## config.mk

```make
export PLATFORM = sky130hd
export DESIGN_NAME = riscv_csr_state
export DESIGN_NICKNAME = d
export VERILOG_FILES = /design/src/rtl/riscv_mpsoc_pkg.sv /design/src/rtl/riscv_csr_counter.sv /design/src/rtl/riscv_csr_state.sv
export SDC_FILE = /design/constraint.sdc
export NUM_CORES = 1
export LEC_CHECK = 0
export ABC_AREA = 1
export BUFFER_PORTS_ARGS = -buffer_cell sky130_fd_sc_hd__buf_2
export CORE_MARGIN = 2
export CORE_UTILIZATION = 30
export DETAILED_ROUTE_END_ITERATION = 10
export SYNTH_ARGS = -nofsm -noshare
export SYNTH_HDL_FRONTEND = slang
export SYNTH_HIERARCHICAL = 1
export SYNTH_SLANG_ARGS = --single-unit
```

## constraint.sdc

```tcl
create_clock -name clk -period 5.5 [get_ports clk]
set_input_delay 0.825 -clock clk [delete_from_list [all_inputs] [get_ports clk]]
set_output_delay 0.825 -clock clk [all_outputs]
set_load 0.05 [all_outputs]
```

## src/rtl/riscv_mpsoc_pkg.sv

```systemverilog
// Shared constants for the MPSoC-RISCV core: CSR addresses, mstatus fields,
// xlen codes and misa extension bits.
package riscv_mpsoc_pkg;

   localparam logic [11:0] CSR_MSTATUS   = 12'h300;
   localparam logic [11:0] CSR_MISA      = 12'h301;
   localparam logic [11:0] CSR_MTVEC     = 12'h305;
   localparam logic [11:0] CSR_MSCRATCH  = 12'h340;
   localparam logic [11:0] CSR_MEPC      = 12'h341;
   localparam logic [11:0] CSR_MCAUSE    = 12'h342;
   localparam logic [11:0] CSR_MTVAL     = 12'h343;
   localparam logic [11:0] CSR_MCYCLE    = 12'hB00;
   localparam logic [11:0] CSR_MINSTRET  = 12'hB02;
   localparam logic [11:0] CSR_MCYCLEH   = 12'hB80;
   localparam logic [11:0] CSR_MINSTRETH = 12'hB82;
   localparam logic [11:0] CSR_CYCLE     = 12'hC00;
   localparam logic [11:0] CSR_INSTRET   = 12'hC02;
   localparam logic [11:0] CSR_CYCLEH    = 12'hC80;
   localparam logic [11:0] CSR_INSTRETH  = 12'hC82;
   localparam logic [11:0] CSR_MVENDORID = 12'hF11;
   localparam logic [11:0] CSR_MHARTID   = 12'hF14;

   localparam int MSTATUS_MIE    = 3;
   localparam int MSTATUS_MPIE   = 7;
   localparam int MSTATUS_MPP_LO = 11;
   localparam int MSTATUS_MPP_HI = 12;

   localparam logic [1:0] XLEN_RV32I = 2'd1;
   localparam logic [1:0] XLEN_RV64I = 2'd2;

   localparam int MISA_C = 2;
   localparam int MISA_I = 8;

   // Address space 0xC00-0xFFF is read-only by encoding.
   function automatic logic csr_addr_read_only(input logic [11:0] addr);
      return addr[11:10] == 2'b11;
   endfunction

endpackage

```

## src/rtl/riscv_csr_counter.sv

```systemverilog
// 64-bit performance counter with independent lo/hi write strobes; a write
// to either half suppresses the increment for that cycle.
module riscv_csr_counter (
   input  logic        clk,
   input  logic        rstn,
   input  logic        inc,
   input  logic        wr_lo,
   input  logic        wr_hi,
   input  logic [31:0] wdata_lo,
   input  logic [31:0] wdata_hi,
   output logic [63:0] count
);

   always_ff @(posedge clk) begin
      if (!rstn) begin
         count <= '0;
      end else if (wr_lo || wr_hi) begin
         if (wr_lo) count[31:0]  <= wdata_lo;
         if (wr_hi) count[63:32] <= wdata_hi;
      end else if (inc) begin
         count <= count + 64'd1;
      end
   end

endmodule

```

## src/rtl/riscv_csr_state.sv

```systemverilog
// Machine-mode CSR file and trap state: combinational CSR read port,
// registered writes, cycle/instret counters, exception entry and mret exit.
module riscv_csr_state
   import riscv_mpsoc_pkg::*;
#(
   parameter int              XLEN        = 64,
   parameter int              HAS_RVC     = 1,
   parameter int              HARTID      = 0,
   parameter logic [XLEN-1:0] MTVEC_RESET = 'h100
) (
   input  logic            clk,
   input  logic            rstn,
   input  logic            ex_stall,
   input  logic [11:0]     ex_csr_reg,
   input  logic            ex_csr_we,
   input  logic [XLEN-1:0] ex_csr_wval,
   output logic [XLEN-1:0] st_csr_rval,
   output logic            st_csr_illegal,
   output logic [1:0]      st_xlen,
   input  logic            wb_retire,
   input  logic            ex_exception,
   input  logic [XLEN-1:0] ex_cause,
   input  logic [XLEN-1:0] ex_pc,
   input  logic [XLEN-1:0] ex_tval,
   input  logic            ex_mret,
   output logic [XLEN-1:0] st_mtvec,
   output logic [XLEN-1:0] st_mepc,
   output logic            st_mie
);

   localparam logic [XLEN-1:0] EPC_MASK   = (HAS_RVC != 0) ? ~XLEN'(1) : ~XLEN'(3);
   localparam logic [XLEN-1:0] MTVEC_MASK = ~XLEN'(3);

   logic            mie, mpie;
   logic [XLEN-1:0] mtvec, mscratch, mepc, mcause, mtval;
   logic [63:0]     mcycle, minstret;
   logic [63:0]     wval64;
   logic            unimpl;
   logic            exc_take, mret_take, csr_wen;
   logic            cyc_wr_lo, cyc_wr_hi, ins_wr_lo, ins_wr_hi;
   logic [31:0]     wdata_hi;

   always_comb begin
      st_csr_rval = '0;
      unimpl      = 1'b0;
      case (ex_csr_reg)
         CSR_MSTATUS: begin
            st_csr_rval[MSTATUS_MIE]                   = mie;
            st_csr_rval[MSTATUS_MPIE]                  = mpie;
            st_csr_rval[MSTATUS_MPP_HI:MSTATUS_MPP_LO] = 2'b11;
         end
         CSR_MISA: begin
            st_csr_rval[XLEN-1 -: 2] = (XLEN == 64) ? 2'b10 : 2'b01;
            st_csr_rval[MISA_I]      = 1'b1;
            st_csr_rval[MISA_C]      = (HAS_RVC != 0);
         end
         CSR_MTVEC:                 st_csr_rval = mtvec;
         CSR_MSCRATCH:              st_csr_rval = mscratch;
         CSR_MEPC:                  st_csr_rval = mepc;
         CSR_MCAUSE:                st_csr_rval = mcause;
         CSR_MTVAL:                 st_csr_rval = mtval;
         CSR_MCYCLE, CSR_CYCLE:     st_csr_rval = mcycle[XLEN-1:0];
         CSR_MINSTRET, CSR_INSTRET: st_csr_rval = minstret[XLEN-1:0];
         CSR_MCYCLEH, CSR_CYCLEH: begin
            if (XLEN == 32) st_csr_rval = XLEN'(mcycle[63:32]);
            else            unimpl      = 1'b1;
         end
         CSR_MINSTRETH, CSR_INSTRETH: begin
            if (XLEN == 32) st_csr_rval = XLEN'(minstret[63:32]);
            else            unimpl      = 1'b1;
         end
         CSR_MVENDORID:             st_csr_rval = '0;
         CSR_MHARTID:               st_csr_rval = XLEN'(HARTID);
         default:                   unimpl      = 1'b1;
      endcase
   end

   assign st_csr_illegal = unimpl || (ex_csr_we && csr_addr_read_only(ex_csr_reg));

   // Priority: exception, then mret, then CSR write; losers are dropped.
   assign exc_take  = ex_exception && !ex_stall;
   assign mret_take = ex_mret && !ex_stall && !ex_exception;
   assign csr_wen   = ex_csr_we && !ex_stall && !st_csr_illegal && !ex_exception && !ex_mret;

   assign wval64    = 64'(ex_csr_wval);
   assign wdata_hi  = (XLEN == 64) ? wval64[63:32] : wval64[31:0];
   assign cyc_wr_lo = csr_wen && (ex_csr_reg == CSR_MCYCLE);
   assign ins_wr_lo = csr_wen && (ex_csr_reg == CSR_MINSTRET);
   assign cyc_wr_hi = csr_wen && ((XLEN == 64) ? (ex_csr_reg == CSR_MCYCLE)
                                               : (ex_csr_reg == CSR_MCYCLEH));
   assign ins_wr_hi = csr_wen && ((XLEN == 64) ? (ex_csr_reg == CSR_MINSTRET)
                                               : (ex_csr_reg == CSR_MINSTRETH));

   riscv_csr_counter u_mcycle (
      .clk      (clk),
      .rstn     (rstn),
      .inc      (1'b1),
      .wr_lo    (cyc_wr_lo),
      .wr_hi    (cyc_wr_hi),
      .wdata_lo (wval64[31:0]),
      .wdata_hi (wdata_hi),
      .count    (mcycle)
   );

   riscv_csr_counter u_minstret (
      .clk      (clk),
      .rstn     (rstn),
      .inc      (wb_retire),
      .wr_lo    (ins_wr_lo),
      .wr_hi    (ins_wr_hi),
      .wdata_lo (wval64[31:0]),
      .wdata_hi (wdata_hi),
      .count    (minstret)
   );

   always_ff @(posedge clk) begin
      if (!rstn) begin
         mie      <= 1'b0;
         mpie     <= 1'b0;
         mtvec    <= MTVEC_RESET;
         mscratch <= '0;
         mepc     <= '0;
         mcause   <= '0;
         mtval    <= '0;
      end else if (exc_take) begin
         mepc   <= ex_pc & EPC_MASK;
         mcause <= ex_cause;
         mtval  <= ex_tval;
         mpie   <= mie;
         mie    <= 1'b0;
      end else if (mret_take) begin
         mie  <= mpie;
         mpie <= 1'b1;
      end else if (csr_wen) begin
         case (ex_csr_reg)
            CSR_MSTATUS: begin
               mie  <= ex_csr_wval[MSTATUS_MIE];
               mpie <= ex_csr_wval[MSTATUS_MPIE];
            end
            CSR_MTVEC:    mtvec    <= ex_csr_wval & MTVEC_MASK;
            CSR_MSCRATCH: mscratch <= ex_csr_wval;
            CSR_MEPC:     mepc     <= ex_csr_wval & EPC_MASK;
            CSR_MCAUSE:   mcause   <= ex_csr_wval;
            CSR_MTVAL:    mtval    <= ex_csr_wval;
            default: ;
         endcase
      end
   end

   assign st_mtvec = mtvec;
   assign st_mepc  = mepc;
   assign st_mie   = mie;
   assign st_xlen  = (XLEN == 64) ? XLEN_RV64I : XLEN_RV32I;

endmodule

```

### Yosys cells after proc, flatten, opt, wreduce, memory -nomap -nowiden

Cells that the tools add are included.

* flip-flop bits (word level): 447
* output and inout bits: 196
* logic and storage cells: 97

* $add $sub $neg: 2
* eq/ne operators: 15
* multiplexer cells: 33
* bitwise gates (word level): 3
* reduce and logical (&&, ||, !) cells: 35

Operators by type and width (number)
* $mux 64: 15
* $pmux 49 s7: 1
* $add 64x1->64 const B: 2
* $eq 12x10->1 const B: 7
* $eq 12x12->1 const B: 6
* $pmux 1 s8: 4
* $pmux 2 s8: 2
* $pmux 3 s7: 1
* $pmux 2 s7: 1
* $reduce_bool 2->1: 7
* $reduce_or 13->1: 1
* $pmux 2 s6: 1
* $logic_and 1x1->1: 10
* $reduce_and 3->1: 3
* $mux 1: 8
* $reduce_and 4->1: 2
* $reduce_bool 3->1: 2
* $reduce_or 2->1: 3
* $logic_not 1->1: 4
* $reduce_and 2->1: 2
* $not 1->1: 3
* $eq 2x2->1 const B: 1
* $ne 2x2->1 const B: 1
* $logic_or 1x1->1: 1

### Longest topological paths before layout

* depth in word-level cells: 11
* depth in mapped cells: 20
* gate-level depth less buffers: 17

### By module

Netlist, hierarchy kept.

Modules (own cells, without submodules)
* riscv_csr_state: instances 1, cells an instance 2701, area an instance 17279.1 µm², seq. area each 6386.1 µm²
* riscv_csr_counter: instances 2, cells an instance 880, area an instance 5053.6 µm², seq. area each 1281.2 µm²

### Worst setup path before layout

OpenSTA, ideal clock, no wires.

* path kind: input to register
* start: input ex_csr_reg[6]
* end: register u_mcycle.count[56]
* setup time: 0.132 ns
* arrival time: 3.638 ns
* data required time: 5.368 ns
* slack: 1.730 ns
* cell stages on the path: 19
* buffers on the path: 3
* cells stage by stage: nor2_1 -> nand2_1 -> inv_2 -> nand2_1 -> nor2_1 -> nor2_2 -> a21boi_0 -> nand2_1 -> nor4_1 -> buf_4 -> nor2_8 -> nand2_4 -> inv_2 -> nor2_1 -> buf_2 -> buf_2 -> nor2_1 -> nand2_1 -> a21oi_2

* word-level cells in the longest chain between the ends: 10
* elaborated cells on any way between the ends: 22
* those cells by class: 13 x eq/ne; 2 x mux; 7 x reduce/logical

RTL lines
* start: declaration: RTL line riscv_csr_state.sv:14 `input logic [11:0] ex_csr_reg,`
* $eq 12x12->1 (tied with other cells): RTL line riscv_csr_state.sv:46, riscv_csr_state.sv:89
* $reduce_or 13->1 (no line)
* $mux 1
* $logic_or 1x1->1: RTL line riscv_csr_state.sv:78 `assign st_csr_illegal = unimpl || (ex_csr_we && csr_addr_read_only(ex_csr_reg));`
* $logic_not 1->1: RTL line riscv_csr_state.sv:83 `assign csr_wen = ex_csr_we && !ex_stall && !st_csr_illegal && !ex_exception && !ex_mret;`
* $logic_and 1x1->1 (3 in series): RTL line riscv_csr_state.sv:83
* $logic_and 1x1->1 (*): RTL line riscv_csr_state.sv:89 `assign cyc_wr_hi = csr_wen && ((XLEN == 64) ? (ex_csr_reg == CSR_MCYCLE)`
* via cyc_wr_hi: RTL line riscv_csr_state.sv:40 `logic cyc_wr_lo, cyc_wr_hi, ins_wr_lo, ins_wr_hi;`
* $mux 64 (*): RTL line riscv_csr_counter.sv:17 `end else if (wr_lo || wr_hi) begin`
* end signal: assignment: RTL line riscv_csr_counter.sv:19 `if (wr_hi) count[63:32] <= wdata_hi;`
* end signal: assignment: RTL line riscv_csr_counter.sv:21 `count <= count + 64'd1;`
* end: declaration: RTL line riscv_csr_counter.sv:11 `output logic [63:0] count`

Mark *: on every way through the listed nets, which the timed path passes. The rest lies on a longest branch.
A chain may end at the register's enable or synchronous reset.

### Worst setup path in the final report

* start: input ex_csr_reg[10]
* end: output st_csr_rval[54]

* word-level cells in the longest chain between the ends: 3
* elaborated cells on any way between the ends: 12
* those cells by class: 9 x eq/ne; 1 x mux; 2 x reduce/logical

RTL lines
* $eq 12x12->1: RTL line riscv_csr_state.sv:46 `case (ex_csr_reg)`
* $reduce_or 2->1: RTL line riscv_csr_state.sv:46
* $pmux 49 s7 (*): RTL line riscv_csr_state.sv:46
* end: declaration: RTL line riscv_csr_state.sv:17 `output logic [XLEN-1:0] st_csr_rval,`

Every way passes the cells marked *; elsewhere a longest branch is shown, timed or not.

==> results_dict.tcl <==
set metrics [dict create \
    cp_slowest_stage_delay_ns 0.73 \
    dr_total_vias 32200 \
    async_flop_share 0 \
    post-synth-top-area-fraction 0.327 \
    antenna_found_initial 17 \
    postPlaceCellArea_um2 30600 \
    portBuffers 464 \
    timing.setup.tns_ns 0 \
    via_per_inst 5.37 \
    final_cell_mix "1,387 x nand2_1, 755 x nor2_1, 463 x buf_2" \
    path_max_fanout 25 \
    cts_setup_buffers 0 \
    dr.pass1.iters 6 \
    drive_above_1_share 0.163 \
    crit_type "in -> out" \
    cts_hold_buf 0 \
    switchingPower_mw 2.32 \
    grt_pass1_wl_um 200000 \
    synth_warnings 6 \
    intPower_mw 5.70 \
    path_depth 14 \
    combPwrFrac 0.116 \
    grt_setup_unrepaired "false" \
    ir_drop_mv 0.266 \
    ioPinCount 471 \
    startpoint "ex_csr_reg[10]" \
    total_power_mw 8.02 \
    stdcell_area_um2 32400 \
    worstMarginPinSlew_ns 1.11 \
    holdWs_ns 0.481 \
    h-tree-depth 2 \
    grt_pass1_vias 29000 \
    fin_crit_sh 0.864 \
    yosysSeqAreaShare 0.327 \
    cts_tree "done" \
    finish.utilization 0.358 \
    rows 110 \
    required_ns 4.68 \
    crit_chain "buf_2, inv_1, nand2_1, nor2_4, nand2_2, nor2_1, buf_4, clkinv_2, buf_4, buf_4, nor2_1, a221oi_1, o211ai_1, buf_2" \
    cp-start-kind "primary input" \
    cts_num_sinks 447 \
    p_seq_frac 0.422 \
    numCtsBuffers 54 \
    status "completed" \
    syn_area_per_cell_um2 6.14 \
    mappedNetlistArea_um2 27400 \
    critPathMostFrequentCell "buf_4" \
    syn_inst 4461 \
    layout_commonest_cell "nand2_1" \
    drv_cap 0 \
    powerDensity_nw_per_um2 248 \
    cp_num_buf_inv 7 \
    final.min_clock_period_ns 4.75 \
    end_kind "primary output" \
    wl_um 142000 \
    pwr-share-clk 0.463 \
    fillCellCount 10100 \
    cp_slowest_cell "a221oi_1" \
    clock-root-buffer "clkbuf_16" \
    die_w_um 306 \
    synth_edf_count 0 \
    hold_viol_final 0 \
    skew_ns 0.0330 \
    timing.rr.start "u_minstret/count[31]$_SDFFE_PN0P_" \
    worst_hold_path_type "reg -> reg" \
    r2r_cells 9 \
    grt_max_degree 194 \
    die_area_um2 93700 \
    r2r_slack_ns 3.04 \
    cts_resized 0 \
    clock_latency_ns 0.64 \
    clock_path_buffers 3 \
    grt_overflow 0 \
    track_usage 0.290 \
    max_freq_mhz 210 \
    drc 0 \
    setup_viol 0 \
    start_util 0.303 \
    slew_headroom 0.259 \
    synth-seq-cells 447 \
    ys.flop_type "dfxtp_1" \
    clk_pin_slew_ns 0.06 \
    yosysTopAreaCell "dfxtp_1" \
    drv_slew 0 \
    dp_hpwl_um 104000 \
    cp-endpoint "st_csr_rval[54]" \
    wire_per_inst_um 23.6 \
    r2r_end "u_minstret/count[48]$_SDFFE_PN0P_" \
    synth.distinct_cells 46 \
    place.gp.congestion 0.975 \
    p_leak_nw 14.3 \
    initialDrtViolationCount 4001 \
    area_growth_pct 18.2 \
    synth_area_leaders "dfxtp_1 33%, nand2_1 19%, nor2_1 10%, nand3_1 5.2%, a21oi_1 4.9%" \
    swShare 0.290 \
    critPathArrivalTime_ns 3.93 \
    fp.dieH_um 306 \
    core-area_um2 90300 \
    path_delay_family "buffers and inverters" \
    nets 5053 \
    ant_nets 0 \
]
synth_stat cells (2+ instances only):
cell type  count
nand2_1     1388
nor2_1       759
dfxtp_1      447
inv_1        322
nand3_1      285
a21oi_1      268
clkbuf_1     130
nor3b_1      125
o21ai_0      101
buf_2         83
a221oi_1      78
o211ai_1      59
o22ai_1       40
nand2_2       37
nor2_2        36
buf_1         33
nand4_1       33
inv_2         26
nand3b_1      22
nor2_4        21
or2_2         18
o21ai_1       17
a211oi_1      16
buf_4         16
nand2_4       15
a21oi_2       12
a31oi_1       10
xor2_1        10
nor2_8         8
xnor2_1        8
nor3_1         7
a21boi_0       5
a22o_1         4
clkinv_1       4
buf_6          2
conb_1         2
ha_1           2
o21bai_1       2
o221a_2        2
o32ai_1        2
flip-flops by register name, summed over array words and instances (netlist names):
register          count
mtval                64
u_minstret/count     64
st_mtvec             62
mcause               64
st_mepc              63
mpie                  1
st_mie                1
mscratch             64
u_mcycle/count       64
area by class of cell:
class / instances / area (um^2) / area share
repair buffers: 519 / 2810 / 0.0869
clock inverters: 20 / 244 / 0.00754
inverters: 352 / 1340 / 0.0413
well taps: 1176 / 1470 / 0.0455
diodes: 3 / 7.51 / 0.000232
clock buffers: 74 / 1530 / 0.0472
flip-flops and latches: 447 / 8950 / 0.277
multi-input cells: 3402 / 16000 / 0.495
metrics by stage:
stage | instances | worst slack (ns)
floorplan | 4465 | 1.73
finish | 5993 | 0.749
CTS | 5990 | 0.945
global route | 5990 | 0.704
detailed placement | 5896 | 0.949
global placement | 5896 | 0.969
layer usage:
metal / part of all wire / up-vias / GRT usage
met1: 0.44 / 15300 / 0.416
met2: 0.43 / 1705 / 0.435
met3: 0.10 / 236 / 0.0525
met5: 0.00038 / - / 0
met4: 0.037 / 10 / 0.0977
li1: - / 15000 / -
cell families (layout without fill, tap and decap cells):
kind of cell    count (synthesis)  after routing  share of synthesized area
compound gates                618            618                      0.137
xor+xnor                       18             18                    0.00576
fa+ha+maj                       2              2                   0.000914
buf+inv                       616            965                     0.0910
flops                         447            447                      0.327
other cells                     2              9                   0.000274
simple gates                 2758           2758                      0.439
worst min-delay path: cells and delay by family, from the launching register on:
kind            cells  cell delay (ns)
simple gates        1             0.07
flops               1             0.31
compound gates      1             0.06
power by group through the flow:
stage,combinational (mW),clock [mW],sequential (mW)
detailed placement,0.910,0,3.45
floorplan,0.429,0,3.52
global placement,0.906,0,3.45
finish,0.929,3.71,3.38
global route,0.997,3.86,3.39
CTS,0.913,3.73,3.38
worst min path at each step:
stage / from / end / slack [ns] / cells past startpoint
after detailed placement: mcause[15]$_SDFFE_PN0P_ / mcause[15]$_SDFFE_PN0P_ / 0.48 / 2
final: mcause[57]$_SDFFE_PN0P_ / mcause[57]$_SDFFE_PN0P_ / 0.48 / 2
after CTS: ex_pc[61] / st_mepc[61]$_SDFFE_PN0P_ / 0.47 / 5
after global placement: mtval[51]$_SDFFE_PN0P_ / mtval[51]$_SDFFE_PN0P_ / 0.47 / 2
after global routing: mcause[25]$_SDFFE_PN0P_ / mcause[25]$_SDFFE_PN0P_ / 0.50 / 2
after floorplan: mtval[0]$_SDFFE_PN0P_ / mtval[0]$_SDFFE_PN0P_ / 0.46 / 2
Power figures use the tool's default switching activity.
